**src/rtl/iter_shifter_if.sv**
```systemverilog
// Operand/result bundle for iter_shifter.
//   start      request, sampled only when the unit is accepting
//   in         operand
//   shift      shift amount 0..WIDTH-1
//   direction  1 = right, 0 = left
//   signex     1 = arithmetic right shift, 0 = logical
//   out        registered result of the last completed operation
//   busy       high while shifting
//   done       one-cycle completion pulse
interface iter_shifter_if #(
  parameter int unsigned WIDTH = 32,
  parameter int unsigned SHW   = 5
);
  logic             start;
  logic [WIDTH-1:0] in;
  logic [SHW-1:0]   shift;
  logic             direction;
  logic             signex;
  logic [WIDTH-1:0] out;
  logic             busy;
  logic             done;

  modport master (
    output start, in, shift, direction, signex,
    input  out, busy, done
  );

  modport slave (
    input  start, in, shift, direction, signex,
    output out, busy, done
  );
endinterface

```
**src/rtl/iter_shifter.sv**
```systemverilog
// Iterative one-bit-per-cycle barrel-shifter replacement.
// Ports:
//   clk    rising-edge clock
//   rst_n  asynchronous active-low reset
//   bus    iter_shifter_if slave: start/in/shift/direction/signex in, out/busy/done out
// An accepted start with shift N spends N cycles in StShift, then one cycle in StDone
// with done high; out is updated on entry to StDone and held otherwise.
module iter_shifter #(
  parameter int unsigned WIDTH = 32,
  parameter int unsigned SHW   = 5
) (
  input  logic          clk,
  input  logic          rst_n,
  iter_shifter_if.slave bus
);

  typedef enum logic [1:0] {StIdle, StShift, StDone} state_e;

  localparam logic [SHW-1:0] CntZero = '0;
  localparam logic [SHW-1:0] CntOne  = SHW'(1);

  state_e           state_q, state_d;
  logic [WIDTH-1:0] work_q, work_d;
  logic [WIDTH-1:0] out_q, out_d;
  logic [SHW-1:0]   cnt_q, cnt_d;
  logic             dir_q, dir_d;
  logic             fill_q, fill_d;

  always_comb begin
    state_d = state_q;
    work_d  = work_q;
    cnt_d   = cnt_q;
    dir_d   = dir_q;
    fill_d  = fill_q;
    out_d   = out_q;

    unique case (state_q)
      StIdle, StDone: begin
        if (bus.start) begin
          work_d  = bus.in;
          cnt_d   = bus.shift;
          dir_d   = bus.direction;
          // Right-arithmetic fill is the captured MSB; every other mode fills with zero.
          fill_d  = bus.direction & bus.signex & bus.in[WIDTH-1];
          state_d = (bus.shift == CntZero) ? StDone : StShift;
        end else begin
          state_d = StIdle;
        end
      end
      StShift: begin
        if (dir_q) begin
          work_d = {fill_q, work_q[WIDTH-1:1]};
        end else begin
          work_d = {work_q[WIDTH-2:0], 1'b0};
        end
        cnt_d = cnt_q - CntOne;
        if (cnt_q == CntOne) begin
          state_d = StDone;
        end
      end
      default: state_d = StIdle;
    endcase

    // StDone is only ever the next state on entry, so this loads out exactly once per op.
    if (state_d == StDone) begin
      out_d = work_d;
    end
  end

  always_ff @(posedge clk or negedge rst_n) begin
    if (!rst_n) begin
      state_q <= StIdle;
      work_q  <= '0;
      out_q   <= '0;
      cnt_q   <= '0;
      dir_q   <= 1'b0;
      fill_q  <= 1'b0;
    end else begin
      state_q <= state_d;
      work_q  <= work_d;
      out_q   <= out_d;
      cnt_q   <= cnt_d;
      dir_q   <= dir_d;
      fill_q  <= fill_d;
    end
  end

  assign bus.out  = out_q;
  assign bus.busy = (state_q == StShift);
  assign bus.done = (state_q == StDone);

endmodule

```
**src/flat_wrapper.sv**
```systemverilog
// flat-port wrapper written by rule: the top's interface ports become plain ports
module iter_shifter_flat 
#(
  parameter int unsigned WIDTH = 32,
  parameter int unsigned SHW   = 5
)
  (clk, rst_n, bus_start, bus_in, bus_shift, bus_direction, bus_signex, bus_out, bus_busy, bus_done);
  iter_shifter_if #(.WIDTH(WIDTH), .SHW(SHW)) bus_i ();
  input  logic clk;
  input  logic rst_n;
  input wire logic [$bits(bus_i.start)-1:0] bus_start;
  input wire logic [$bits(bus_i.in)-1:0] bus_in;
  input wire logic [$bits(bus_i.shift)-1:0] bus_shift;
  input wire logic [$bits(bus_i.direction)-1:0] bus_direction;
  input wire logic [$bits(bus_i.signex)-1:0] bus_signex;
  output wire logic [$bits(bus_i.out)-1:0] bus_out;
  output wire logic [$bits(bus_i.busy)-1:0] bus_busy;
  output wire logic [$bits(bus_i.done)-1:0] bus_done;
  assign bus_i.start = bus_start;
  assign bus_i.in = bus_in;
  assign bus_i.shift = bus_shift;
  assign bus_i.direction = bus_direction;
  assign bus_i.signex = bus_signex;
  assign bus_out = bus_i.out;
  assign bus_busy = bus_i.busy;
  assign bus_done = bus_i.done;
  iter_shifter #(.WIDTH(WIDTH), .SHW(SHW)) u_core (.clk(clk), .rst_n(rst_n), .bus(bus_i));
endmodule
```
**config.mk**
```make
export PLATFORM = sky130hd
export DESIGN_NAME = iter_shifter_flat
export DESIGN_NICKNAME = d
export VERILOG_FILES = /design/src/rtl/iter_shifter_if.sv /design/src/rtl/iter_shifter.sv /design/src/flat_wrapper.sv
export SDC_FILE = /design/constraint.sdc
export NUM_CORES = 1
export LEC_CHECK = 0
export BUFFER_PORTS_ARGS = -buffer_cell sky130_fd_sc_hd__clkbuf_2
export CORE_MARGIN = 2
export CORE_UTILIZATION = 61
export CTS_BUF_LIST = sky130_fd_sc_hd__clkbuf_4 sky130_fd_sc_hd__clkbuf_8
export CTS_CLUSTER_DIAMETER = 40
export DETAILED_ROUTE_END_ITERATION = 7
export HOLD_SLACK_MARGIN = 0.02
export PLACE_DENSITY_LB_ADDON = 0.15
export SLEW_MARGIN = 5
export SYNTH_ARGS = -nofsm -noshare
export SYNTH_HDL_FRONTEND = slang
export SYNTH_SLANG_ARGS = --single-unit
```
**constraint.sdc**
```tcl
create_clock -name clk -period 4.8 [get_ports clk]
set_input_delay 0.48 -clock clk [delete_from_list [all_inputs] [get_ports clk]]
set_output_delay 0.48 -clock clk [all_outputs]
set_load 0.02 [all_outputs]
```
==> metrics.md <==
| Metric | Value |
|---|---|
| P_leak | 2.09 nW |
| Synthesized area per cell | 11.2 um2 |
| Max incr delay on CP | 0.57 ns |
| Max cap viols | 0 |
| Gr usage total | 25.9% |
| Root Buffer | clkbuf_8 |
| Worst EP arrival | 2.00 ns |
| Hold WC Path Type | in2async |
| Power Total | 2.91 mW |
| Maximum vdd drop | 357 uV |
| Register area share after synthesis | 50.7% |
| Slew margin rel. | 28.6% |
| Req. time, crit path | 4.32 ns |
| Area leader, netlist | dfrtp_1 |
| GR met2 Demand/Resource | 41.4% |
| Crit path cell chain | nand2b_1, inv_2, clkbuf_2 |
| CTS hold repair buffers | 0 |
| Unique masters post-synth | 31 |
| Synth area leaders | dfrtp_1 (51%), mux2_4 (12%), mux2_2 (8.1%), nand2_1 (6.5%), o21ai_0 (4.0%) |
| Setup TNS Final | 0 ns |
| Dpl cells | 453 |
| #FFs+latches synth | 73 |
| DR vias/cell | 5.72 |
| Syn nets | 365 |
| CP endpoint kind | output port |
| Routed wire length | 7.74 mm |
| Ant. Diodes | 0 |
| Core ar. | 5820 um2 |
| Startpoint Class | flip-flop |
| CTS max path bufs | 2 |
| Synth top area share | 50.7% |
| CP max-delay cell | inv_2 |
| Initial antenna violation count | 0 |
| Status | finished, final reports clean |
| Worst Tran Pin Value | 1.07 ns |
| Number of H-tree levels | 3 |
| Worst slack at placement | 2.51 ns |
| Post-route ant nets | 0 |
| Crit-path leading delay family | buffers and inverters |
| Row Count | 28 |
| RePlAce Congestion | 0.776 |
| DRC violations left | 0 |
| First-pass GRT wire length | 12.8 mm |
| Final setup vio count | 0 |
| FILL cells | 461 |
| Pwr Density | 700 nW/um2 |
| Cells after Synth | 321 |
| PostCTS Resize Cnt | 0 |
| Yosys Warn Count | 0 |
| Die footprint | 6540 um2 |
| Mapped cell area | 3610 um2 |
| Syn-to-layout area delta | 15.2% |
| DIE HEIGHT | 80.9 um |
| Post-CTS setup buffers | 0 |
| CTS sink count | 73 |
| Worst skew pair latency | 0.34 ns |
| Crit-path max FO | 36 |
| Critical path class | reg2out |
| RSZ-0062 raised after global routing | no |
| DR WL/cell | 16.5 um |
| Met1 Track Usage GR | 34.2% |
| Port Buffers | 75 |
| Crit path time final | 2.48 ns |
| DRT Pass-1 Iters | 4 |
| Share of cells above drive strength 1 | 41.0% |
| Largest net degree at the start of global routing | 48 |
| HPWL Detailed | 5.10 mm |
| CTS clk-pin slew, worst paths | 0.07 ns |
| GR met3 Demand/Resource | 4.67% |
| Via Count | 2678 |
| Die Width | 80.9 um |
| Worst setup slack after layout | 2.32 ns |
| Period utilization | 51.7% |
| # nets final | 433 |
| Vias in the first global route | 2642 |
| Non-Filler Instances | 468 |
| Finished Cell Area | 4150 um2 |
| Max frequency | 0.403 GHz |
| CTS tree | yes |
| Io pins | 76 |
| Top Usage Layer GRT | met2 |
| Pins over their slew limit | 0 |
| Fin. Hold Viols | 0 |
| Congestion Overflow GR | 0 |
| Buf+Inv Stages, Crit Path | 2 |
| Starting Density | 62.0% |
| Clock buffer count from CTS | 9 |
| Number of DRC markers in iteration 0 | 177 |
| Dpl cell area | 3970 um2 |
| Setup Skew | 0.00565 ns |
cells by family (layout without fill, tap and decap cells):
family | Yosys count | after routing | share of synthesized area [%]
compound gates | 48 | 48 | 8.47
simple gates | 108 | 108 | 13.3
mux | 63 | 63 | 22.4
flops | 73 | 73 | 50.7
fa+ha+maj | 2 | 2 | 0.694
buf+inv | 27 | 99 | 4.44
area by class of cell:
type                    instances  area, um2  share of cell area, %
clock buffers                  13        173                   4.16
clock inverters                 2       12.5                  0.301
inverters                       5       18.8                  0.452
multi-input cells             221       1620                   39.1
flip-flops and latches         73       1830                   44.0
well taps                      75       93.8                   2.26
repair buffers                 79        405                   9.76
Yosys cell counts:
| cell | instances |
|---|---|
| a211oi_1 | 3 |
| a21boi_0 | 1 |
| a21oi_1 | 4 |
| a221o_1 | 1 |
| a31oi_1 | 2 |
| and2_1 | 1 |
| buf_2 | 8 |
| buf_4 | 1 |
| buf_6 | 6 |
| clkbuf_1 | 7 |
| dfrtp_1 | 73 |
| ha_1 | 2 |
| inv_1 | 4 |
| inv_2 | 1 |
| mux2_2 | 26 |
| mux2_4 | 29 |
| mux2i_1 | 8 |
| nand2_1 | 62 |
| nand2_2 | 1 |
| nand2b_1 | 2 |
| nand2b_4 | 1 |
| nand3_1 | 25 |
| nand3b_1 | 1 |
| nand4_1 | 1 |
| nand4b_1 | 1 |
| nor2_1 | 7 |
| nor2b_1 | 4 |
| nor3_1 | 2 |
| o21ai_0 | 29 |
| o221a_2 | 7 |
| o22a_1 | 1 |
metal layers:
metal	wire, um	part of all wire (%)
met1	3410	44
met3	376	4.9
met4	122	1.6
met2	3830	50
met5	0	0
placed cells by master (no fill, tap or decap), drive strengths merged, types with 4 or more instances in the layout:
master,synthesis,final
nand2,63,63
inv,5,5
dfrtp,73,73
nand3,25,25
buf,15,5
mux2,55,55
o221a,7,7
o21ai,29,29
clkbuf,7,87
mux2i,8,8
a21oi,4,4
nor2b,4,4
nor2,7,7
metrics by stage:
| stage | hold WS [ns] | util (%) |
|---|---|---|
| floorplan | 0.184 | - |
| global placement | 0.466 | 68.2 |
| detailed placement | 0.479 | 68.2 |
| CTS | 0.145 | 71.4 |
| global route | 0.184 | 71.4 |
| finish | 0.127 | 71.4 |
state kept, by name, indices dropped and copies added (netlist names):
| name | flops |
|---|---|
| u_core.fill_q | 1 |
| u_core.bus.out | 32 |
| u_core.cnt_q | 5 |
| u_core.dir_q | 1 |
| u_core.work_q | 32 |
| u_core.state_q | 2 |
power by group:
part	leakage [nW]	switching, mW	internal [mW]	total, mW
Clock	0.0949	0.220	0.232	0.453
Sequential	0.861	0.222	0.910	1.13
Combinational	1.13	0.686	0.636	1.32
Total	2.09	1.13	1.78	2.91
final timing paths:
path / start / to / slack (ns) / cells after the start
worst max-delay path: u_core.state_q[0]$_DFF_PN0_ / bus_busy / 2.32 / 3
worst min-delay path: rst_n / u_core.bus.out[5]$_DFFE_PN0N_ / 0.13 / 1
worst max register to register: u_core.state_q[0]$_DFF_PN0_ / u_core.bus.out[0]$_DFFE_PN0N_ / 2.54 / 3
worst min register to register: u_core.fill_q$_DFFE_PN0P_ / u_core.fill_q$_DFFE_PN0P_ / 0.51 / 2
max in group asynchronous: rst_n / u_core.bus.out[1]$_DFFE_PN0N_ / 3.68 / 2
min in group clk: bus_in[15] / u_core.work_q[15]$_DFF_PN0_ / 0.37 / 3
(Power assumes the default switching activity.)
